[src/rtl/tt_sweep_pkg.sv]
// Shared types and constants for the truth-table sweep capture block:
// FSM state encoding and the optional signature MISR constants.
package tt_sweep_pkg;

    typedef enum logic [1:0] {
        IDLE   = 2'd0,
        DRIVE  = 2'd1,
        SAMPLE = 2'd2,
        EMIT   = 2'd3
    } state_t;

    localparam logic [31:0] MISR_POLY = 32'h04C1_1DB7;
    localparam logic [31:0] MISR_SEED = 32'hFFFF_FFFF;

    // One MISR step: shift left, fold the polynomial in on carry-out, then mix in the new data.
    function automatic logic [31:0] misr_step(input logic [31:0] state, input logic [31:0] data);
        return {state[30:0], 1'b0} ^ (state[31] ? MISR_POLY : 32'h0) ^ data;
    endfunction

endpackage

[src/rtl/tt_sweep_capture_if.sv]
// Truth-table word stream: one captured word per DUT output, valid/ready handshake.
interface tt_sweep_capture_if #(
    parameter int N_IN  = 2,
    parameter int N_OUT = 6
);
    localparam int TT_W  = 1 << N_IN;
    localparam int IDX_W = (N_OUT > 1) ? $clog2(N_OUT) : 1;

    logic [TT_W-1:0]  tt_data;
    logic [IDX_W-1:0] tt_idx;
    logic             tt_valid;
    logic             tt_ready;

    modport master (output tt_data, output tt_idx, output tt_valid, input tt_ready);
    modport slave  (input tt_data, input tt_idx, input tt_valid, output tt_ready);

endinterface

[src/rtl/tt_misr.sv]
// 32-bit multiple-input signature register over the sampled DUT outputs.
module tt_misr
    import tt_sweep_pkg::*;
(
    input  logic        clk,
    input  logic        rst_n,
    input  logic        load,
    input  logic        en,
    input  logic [31:0] data,
    output logic [31:0] sig
);

    always_ff @(posedge clk or negedge rst_n) begin
        if (!rst_n) begin
            sig <= 32'h0;
        end else if (load) begin
            sig <= MISR_SEED;
        end else if (en) begin
            sig <= misr_step(sig, data);
        end
    end

endmodule

[src/rtl/tt_sweep_capture.sv]
// Sweeps every input vector of a combinational DUT and streams one truth-table word per output.
// Optional signature port enabled by defining TT_SWEEP_SIG_EN.
module tt_sweep_capture
    import tt_sweep_pkg::*;
#(
    parameter int N_IN   = 2,
    parameter int N_OUT  = 6,
    parameter int SETTLE = 1
) (
    input  logic              clk,
    input  logic              rst_n,
    input  logic              start,
    output logic [N_IN-1:0]   x,
    input  logic [N_OUT-1:0]  f,
    output logic              busy,
    output logic              done,
`ifdef TT_SWEEP_SIG_EN
    output logic [31:0]       sig,
`endif
    tt_sweep_capture_if.master tt
);

    localparam int TT_W  = 1 << N_IN;
    localparam int IDX_W = (N_OUT > 1) ? $clog2(N_OUT) : 1;
    localparam logic [N_IN-1:0]  X_LAST      = '1;
    localparam logic [IDX_W-1:0] IDX_LAST    = IDX_W'(N_OUT - 1);
    localparam logic [3:0]       SETTLE_LAST = 4'(SETTLE - 1);

    state_t           state;
    state_t           state_nxt;
    logic [3:0]       settle_cnt;
    logic [TT_W-1:0]  cap [N_OUT];
    logic [IDX_W-1:0] idx_nxt;
    logic             last_xfer;

    assign idx_nxt   = tt.tt_idx + 1'b1;
    assign last_xfer = (state == EMIT) && tt.tt_valid && tt.tt_ready && (tt.tt_idx == IDX_LAST);
    assign busy      = (state != IDLE);

    always_ff @(posedge clk or negedge rst_n) begin
        if (!rst_n) begin
            state <= IDLE;
        end else begin
            state <= state_nxt;
        end
    end

    always_comb begin
        state_nxt = state;
        case (state)
            IDLE:    if (start) state_nxt = DRIVE;
            DRIVE:   if (settle_cnt == SETTLE_LAST) state_nxt = SAMPLE;
            SAMPLE:  state_nxt = (x == X_LAST) ? EMIT : DRIVE;
            EMIT:    if (last_xfer) state_nxt = IDLE;
            default: state_nxt = IDLE;
        endcase
    end

    // The first EMIT cycle only loads word 0; afterwards each transfer loads the next word.
    always_ff @(posedge clk or negedge rst_n) begin
        if (!rst_n) begin
            x           <= '0;
            settle_cnt  <= 4'd0;
            done        <= 1'b0;
            tt.tt_valid <= 1'b0;
            tt.tt_data  <= '0;
            tt.tt_idx   <= '0;
            for (int j = 0; j < N_OUT; j++) cap[j] <= '0;
        end else begin
            done <= last_xfer;
            case (state)
                IDLE: begin
                    if (start) begin
                        x          <= '0;
                        settle_cnt <= 4'd0;
                    end
                end
                DRIVE: begin
                    settle_cnt <= (settle_cnt == SETTLE_LAST) ? 4'd0 : settle_cnt + 4'd1;
                end
                SAMPLE: begin
                    for (int j = 0; j < N_OUT; j++) cap[j][x] <= f[j];
                    if (x != X_LAST) x <= x + 1'b1;
                end
                EMIT: begin
                    if (!tt.tt_valid) begin
                        tt.tt_valid <= 1'b1;
                        tt.tt_data  <= cap[0];
                        tt.tt_idx   <= '0;
                    end else if (tt.tt_ready) begin
                        if (tt.tt_idx == IDX_LAST) begin
                            tt.tt_valid <= 1'b0;
                        end else begin
                            tt.tt_idx  <= idx_nxt;
                            tt.tt_data <= cap[idx_nxt];
                        end
                    end
                end
                default: ;
            endcase
        end
    end

`ifdef TT_SWEEP_SIG_EN
    tt_misr u_misr (
        .clk   (clk),
        .rst_n (rst_n),
        .load  ((state == IDLE) && start),
        .en    (state == SAMPLE),
        .data  (32'(f)),
        .sig   (sig)
    );
`endif

endmodule

[src/flat_wrapper.sv]
// flat-port wrapper written by rule: the top's interface ports become plain ports
module tt_sweep_capture_flat import tt_sweep_pkg::*;
#(
    parameter int N_IN   = 2,
    parameter int N_OUT  = 6,
    parameter int SETTLE = 1
)
  (clk, rst_n, start, x, f, busy, done, tt_tt_data, tt_tt_idx, tt_tt_valid, tt_tt_ready);
  tt_sweep_capture_if #(.N_IN(N_IN), .N_OUT(N_OUT)) tt_i ();
  input  logic clk;
  input  logic rst_n;
  input  logic start;
  output logic [N_IN-1:0] x;
  input  logic [N_OUT-1:0] f;
  output logic busy;
  output logic done;
  output wire logic [$bits(tt_i.tt_data)-1:0] tt_tt_data;
  output wire logic [$bits(tt_i.tt_idx)-1:0] tt_tt_idx;
  output wire logic [$bits(tt_i.tt_valid)-1:0] tt_tt_valid;
  input wire logic [$bits(tt_i.tt_ready)-1:0] tt_tt_ready;
  assign tt_tt_data = tt_i.tt_data;
  assign tt_tt_idx = tt_i.tt_idx;
  assign tt_tt_valid = tt_i.tt_valid;
  assign tt_i.tt_ready = tt_tt_ready;
  tt_sweep_capture #(.N_IN(N_IN), .N_OUT(N_OUT), .SETTLE(SETTLE)) u_core (.clk(clk), .rst_n(rst_n), .start(start), .x(x), .f(f), .busy(busy), .done(done), .tt(tt_i));
endmodule
[config.mk]
export PLATFORM = sky130hd
export DESIGN_NAME = tt_sweep_capture_flat
export DESIGN_NICKNAME = d
export VERILOG_FILES = /design/src/rtl/tt_sweep_pkg.sv /design/src/rtl/tt_sweep_capture_if.sv /design/src/rtl/tt_misr.sv /design/src/rtl/tt_sweep_capture.sv /design/src/flat_wrapper.sv
export SDC_FILE = /design/constraint.sdc
export NUM_CORES = 1
export LEC_CHECK = 0
export ABC_AREA = 1
export CAP_MARGIN = 5
export CORE_ASPECT_RATIO = 0.75
export CORE_MARGIN = 2
export CORE_UTILIZATION = 25
export CTS_CLUSTER_DIAMETER = 200
export DETAILED_ROUTE_END_ITERATION = 8
export PLACE_DENSITY = 0.39
export SLEW_MARGIN = 0
export SYNTH_ARGS = -nofsm -noshare
export SYNTH_HDL_FRONTEND = slang
export SYNTH_SLANG_ARGS = --single-unit
[constraint.sdc]
create_clock -name clk -period 1.33 [get_ports clk]
set_input_delay 0.266 -clock clk [delete_from_list [all_inputs] [get_ports clk]]
set_output_delay 0.266 -clock clk [all_outputs]
set_load 0.005 [all_outputs]
* Yosys cells after proc, flatten, opt, wreduce, memory -nomap -nowiden
Index checks and enable logic that the tools add are counted.
Word-level totals: flip-flop bits (word level) 41, output and inout bits 12
Cells by class: $add $sub $neg 3, magnitude comparators 3, eq/ne operators 12, muxes and demuxes 31, bitwise gates (word level) 1, reduce and logical (&&, ||, !) cells 13
Operator list (count):
- $mux W4 | 7
- $bwmux W4 | 6
- $bmux W4 S3 | 1
- $mux W2 | 6
- $mux W3 | 3
- $reduce_and A3 Y1 | 3
- $ne A2 B2 Y1 const B | 4
- $pmux W2 S4 | 1
- $pmux W4 S2 | 1
- $eq A2 B2 Y1 const B | 3
- $ne A2 B1 Y1 const B | 3
- $reduce_bool A2 Y1 | 3
- $add A4 B1 Y4 const B | 1
- $ge A4 B4 Y1 const B | 1
- $logic_and A1 B1 Y1 | 4
- $logic_not A4 Y1 | 1
- $mux W1 | 4
- $not A3 Y4 | 1
- $pmux W2 S2 | 1
- $add A3 B1 Y3 const B | 1
- $eq A3 B3 Y1 const B | 1
- $lt A2 B3 Y1 const B | 1
- $add A2 B1 Y2 const B | 1
- $demux W1 S2 | 1
- other kinds (4) | 4

* Logic depth before layout (Yosys ltp)
depth after elaboration 8, gate-level depth with buffers 9, mapped depth without buffers 9

* Least setup slack after synthesis
Ideal clock, no wire load.
path kind reg-to-reg, start register u_core.tt.tt_idx[0], end register u_core.tt.tt_data[0], setup time 117 ps, arrival time 1185 ps, required time 1213 ps, slack 28 ps, cell stages (with the launch flop) 8, period minus slack after synthesis 1302 ps, path through dfrtp_1 -> ha_1 -> nand3_1 -> nor2_1 -> nor2_1 -> nand2_1 -> nand2_1 -> nand2_1
Between the ends: word-level cells in the longest chain between the ends 8
RTL lines:
- start, declared | RTL line tt_sweep_capture_if.sv:14 | modport master (output tt_data, output tt_idx, output tt_valid, input tt_ready);
- start signal, assigned | RTL line tt_sweep_capture.sv:94 | tt.tt_idx <= idx_nxt;
- $add A3 B1 Y3 | RTL line tt_sweep_capture.sv:36 | assign idx_nxt = tt.tt_idx + 1'b1;
- $not A3 Y4 (implied by the code) | RTL line tt_sweep_capture.sv:95 | tt.tt_data <= cap[idx_nxt];
- $bmux W4 S3 | RTL line tt_sweep_capture.sv:95
- $mux W4 (implied by the code) (2 in a row) | RTL line tt_sweep_capture.sv:95
- $mux W4 | RTL line tt_sweep_capture.sv:91 | if (tt.tt_idx == IDX_LAST) begin
- $mux W4 | RTL line tt_sweep_capture.sv:90 | end else if (tt.tt_ready) begin
- $mux W4 | RTL line tt_sweep_capture.sv:86 | if (!tt.tt_valid) begin
- end signal, assigned | RTL line tt_sweep_capture.sv:88 | tt.tt_data <= cap[0];
- end signal, assigned | RTL line tt_sweep_capture.sv:95
- end, declared | RTL line tt_sweep_capture_if.sv:14
Parallel ways exist; a longest one is shown, timed or not. The select of a mux whose other input is x is not followed. A chain may end at the register's enable or synchronous reset.

* Worst setup path in the final report
start register u_core.tt.tt_idx[0], end register u_core.tt.tt_data[3]
Same word-level chain as after synthesis.

==> metrics.txt <==
maximum fanout along the worst path=5; WL final=about 5300 um; met3 Use GR=between 3 and 4%; count leader, synth=nand2_1; ANT cells=0; Via density=around 4.2; final-stage net count=~350; largest net degree at the start of global routing=between 40 and 50; main flop type after synthesis=dfrtp_1; Final min period=1410 ps; post-route ant nets=0; Ports=22; Syn Area/Cell=between 7 and 8 sq um; Max H-tree Level=2; pre-CTS WS=-79.4 ps; Area growth syn-to-layout=40.5%; die area=9380 sq um; Synth top cells by count=nand2_1, inv_1, dfrtp_1; synthesized cell area=between 2000 and 2500 sq um; final setup fails=5; critical path arrival=~1600 ps; Worst Hold Class=flip-flop to flip-flop; status=finished with violations; Max Cap Viol=0; cts bufs inserted=5; clk_lat worst skew=290 ps; Yosys Warn Count=0; ratio of cells with drive above 1 in the final layout=27.1%; peak supply drop=0.000691 V; Worst-Margin Slew=about 240 ps; startpoint types=flip-flop; Worst slew margin=between 80% and 90%; Req. time, crit path=1510 ps; busiest metal layer after global routing=met1; register area=1030 sq um; RSZ-0062 raised after global routing=true; Syn Inst Count=~280; GR Util All Layers=between 10% and 20%; met1 Track Usage GR=between 15 and 20%; Post-synth EDFFs=0; FILL cells=just over 900; DR iter-0 viols=53; power density over cell area=~2400 nW/um^2; Vias=1,818; CTS Sinks=41; met2 global-route usage=between 10% and 20%; Port Buffers=21; drt drc=0; failing checks=negative setup slack; area of the multi-input gates=1020 sq um; Max Clk Rate=roughly 710 MHz; mean routed wirelength per cell=12.2 um; Final GP Congestion=0.821; Crit Path Class=flip-flop to flip-flop; Final Skew=roughly 9.4 ps; Worst-path clk slew=approximately 70 ps; synth top area cells=dfrtp_1, nand2_1, inv_1; starting density of the core=approximately a quarter; Final WS setup=-80.7 ps; count of cell types in the netlist=21; Yosys top cell by area=dfrtp_1; syn_nets=between 200 and 300; clk root buf=clkbuf_16; fin. max-slew vios=0; vias in the first global route=about 1,800; Core ar.=between 8000 and 9000 sq um; DP HPWL=roughly 3600 um; CP Capture Type=flip-flop; GR Overflow Total=0; initial antenna violation count=0; clk buf depth=2; DRT Pass-1 Iters=4; Hold WS=475 ps; Final Cycle Share=106%; Synth top area share=47.6%; final hold vios=0; die height=84.4 um; Die X-Extent=111 um; flops & latches, synth=just over 40; global-route wire length before repair=between 8000 and 9000 um; CTS tree=done; Leak Pwr=approximately 0.0016 uW; register area share after synthesis=between 40% and 50%; Row Count=29; async set-or-reset flop fraction in the synthesized netlist=100%
## cell families (layout without fill, tap and decap cells)
| group | Yosys count | count (layout) | share of synthesized area [%] |
|---|---|---|---|
| and+or+nand+nor | 126 | 127 | 24.0 |
| buffers and inverters | 57 | 110 | 12.3 |
| AOI/OAI and AO/OA | 41 | 41 | 10.7 |
| DFF | 41 | 41 | 47.6 |
| adders and majority gates | 8 | 8 | 4.65 |
| xor gates and xnor gates | 2 | 2 | 0.813 |
## repair_timing
action / in CTS / in global routing
endpoints found under the setup margin: 16 / 32
resized for setup: 27 / 42
buffers inserted: 15 / 3
hold endpoints to repair: 41 / 0
gates cloned: 0 / 2
hold buffers: 1 / 0
pin swaps: 5 / 19
## per-stage QoR
stage	power (uW)	std cells	cell area (sq um)	setup TNS [ps]	utilization (%)
global route	7900	437	3030	-766	36.0
detailed placement	4960	408	2510	-397	29.9
CTS	6820	432	2850	-182	33.9
floorplan	4020	275	2150	0	-
global placement	4970	408	2510	-291	29.9
finish	7230	437	3030	-293	36.0
## area by class of cell
type                       count  share of cell area, %
sequential                    41                   33.9
multi-input combinational    178                   33.6
timing repair buffer          52                   16.0
inverter                      50                   6.28
clock buffer                   6                   4.59
tap                          108                   4.46
clock inverter                 2                   1.24
## placed cells by master (no fill, tap or decap)
cell type | netlist | final
nand2_1 | 81 | 74
dfrtp_1 | 41 | 41
inv_1 | 45 | 39
buf_4 | 0 | 23
o21ai_1 | 12 | 15
nand3_1 | 16 | 13
inv_2 | 4 | 10
o21ai_0 | 14 | 10
dlygate4sd2_1 | 0 | 10
nor2_1 | 19 | 9
nand2_4 | 0 | 8
nor2_2 | 1 | 8
clkdlybuf4s50_1 | 0 | 8
nand2_2 | 7 | 7
o21ai_2 | 6 | 7
a21oi_1 | 7 | 7
ha_1 | 8 | 6
clkbuf_16 | 0 | 6
nor2_4 | 0 | 3
buf_6 | 5 | 3
xor2_1 | 2 | 2
nand3_2 | 0 | 2
clkdlybuf4s15_1 | 0 | 2
buf_8 | 1 | 2
nor3_1 | 1 | 1
inv_4 | 0 | 1
nand3_4 | 0 | 1
o22ai_1 | 2 | 1
nand4_1 | 1 | 1
o22ai_2 | 0 | 1
ha_4 | 0 | 1
ha_2 | 0 | 1
bufinv_16 | 0 | 1
clkbuf_8 | 0 | 1
clkinvlp_4 | 0 | 1
dlygate4sd3_1 | 0 | 1
buf_2 | 0 | 1
buf_12 | 0 | 1
## worst max-delay path, cell delays in order, from the launching register on
cell and delay, ps:
dfrtp_1 400, buf_6 140, buf_8 120, buf_8 120
nor2_2 50, nor2_2 140, nor2_1 60, nor2_1 110
nand2_1 60, nand2_1 50, nand2_1 40
## power breakdown
group	total, uW	leakage [uW]	switching, uW	internal, uW
logic	3670	0.00104	1990	1680
registers	2110	0.000489	288	1820
clock network	1450	0.0000831	517	937
## final timing paths
check,endpoint,cells after the start,from,slack (ps)
hold / removal,u_core.tt.tt_data[3],2,u_core.tt.tt_data[3],480
setup / recovery,u_core.tt.tt_data[3],10,u_core.tt.tt_idx[0],-80
max in group asynchronous,u_core.tt.tt_data[2],3,rst_n,630
min in group asynchronous,u_core.x[0],3,rst_n,490
hold reg to reg,u_core.tt.tt_data[3],2,u_core.tt.tt_data[3],480
setup reg to reg,u_core.tt.tt_data[3],10,u_core.tt.tt_idx[0],-80
## metal layers
metal  vias to the layer above  share of wire [%]
met1                       836                 54
met3                         7                3.6
li1                        949                  -
met2                        26                 41
met4                         0                1.2
met5                         -                  0
## flip-flops by register name, indices dropped and copies added, names as in the netlist
| signal | count |
|---|---|
| u_core.state | 2 |
| u_core.x | 2 |
| u_core.cap | 24 |
| u_core.tt.tt_idx | 3 |
| u_core.tt.tt_data | 4 |
| u_core.settle_cnt | 4 |
| u_core.done | 1 |
| u_core.tt.tt_valid | 1 |
Power figures use the tool's default switching activity.
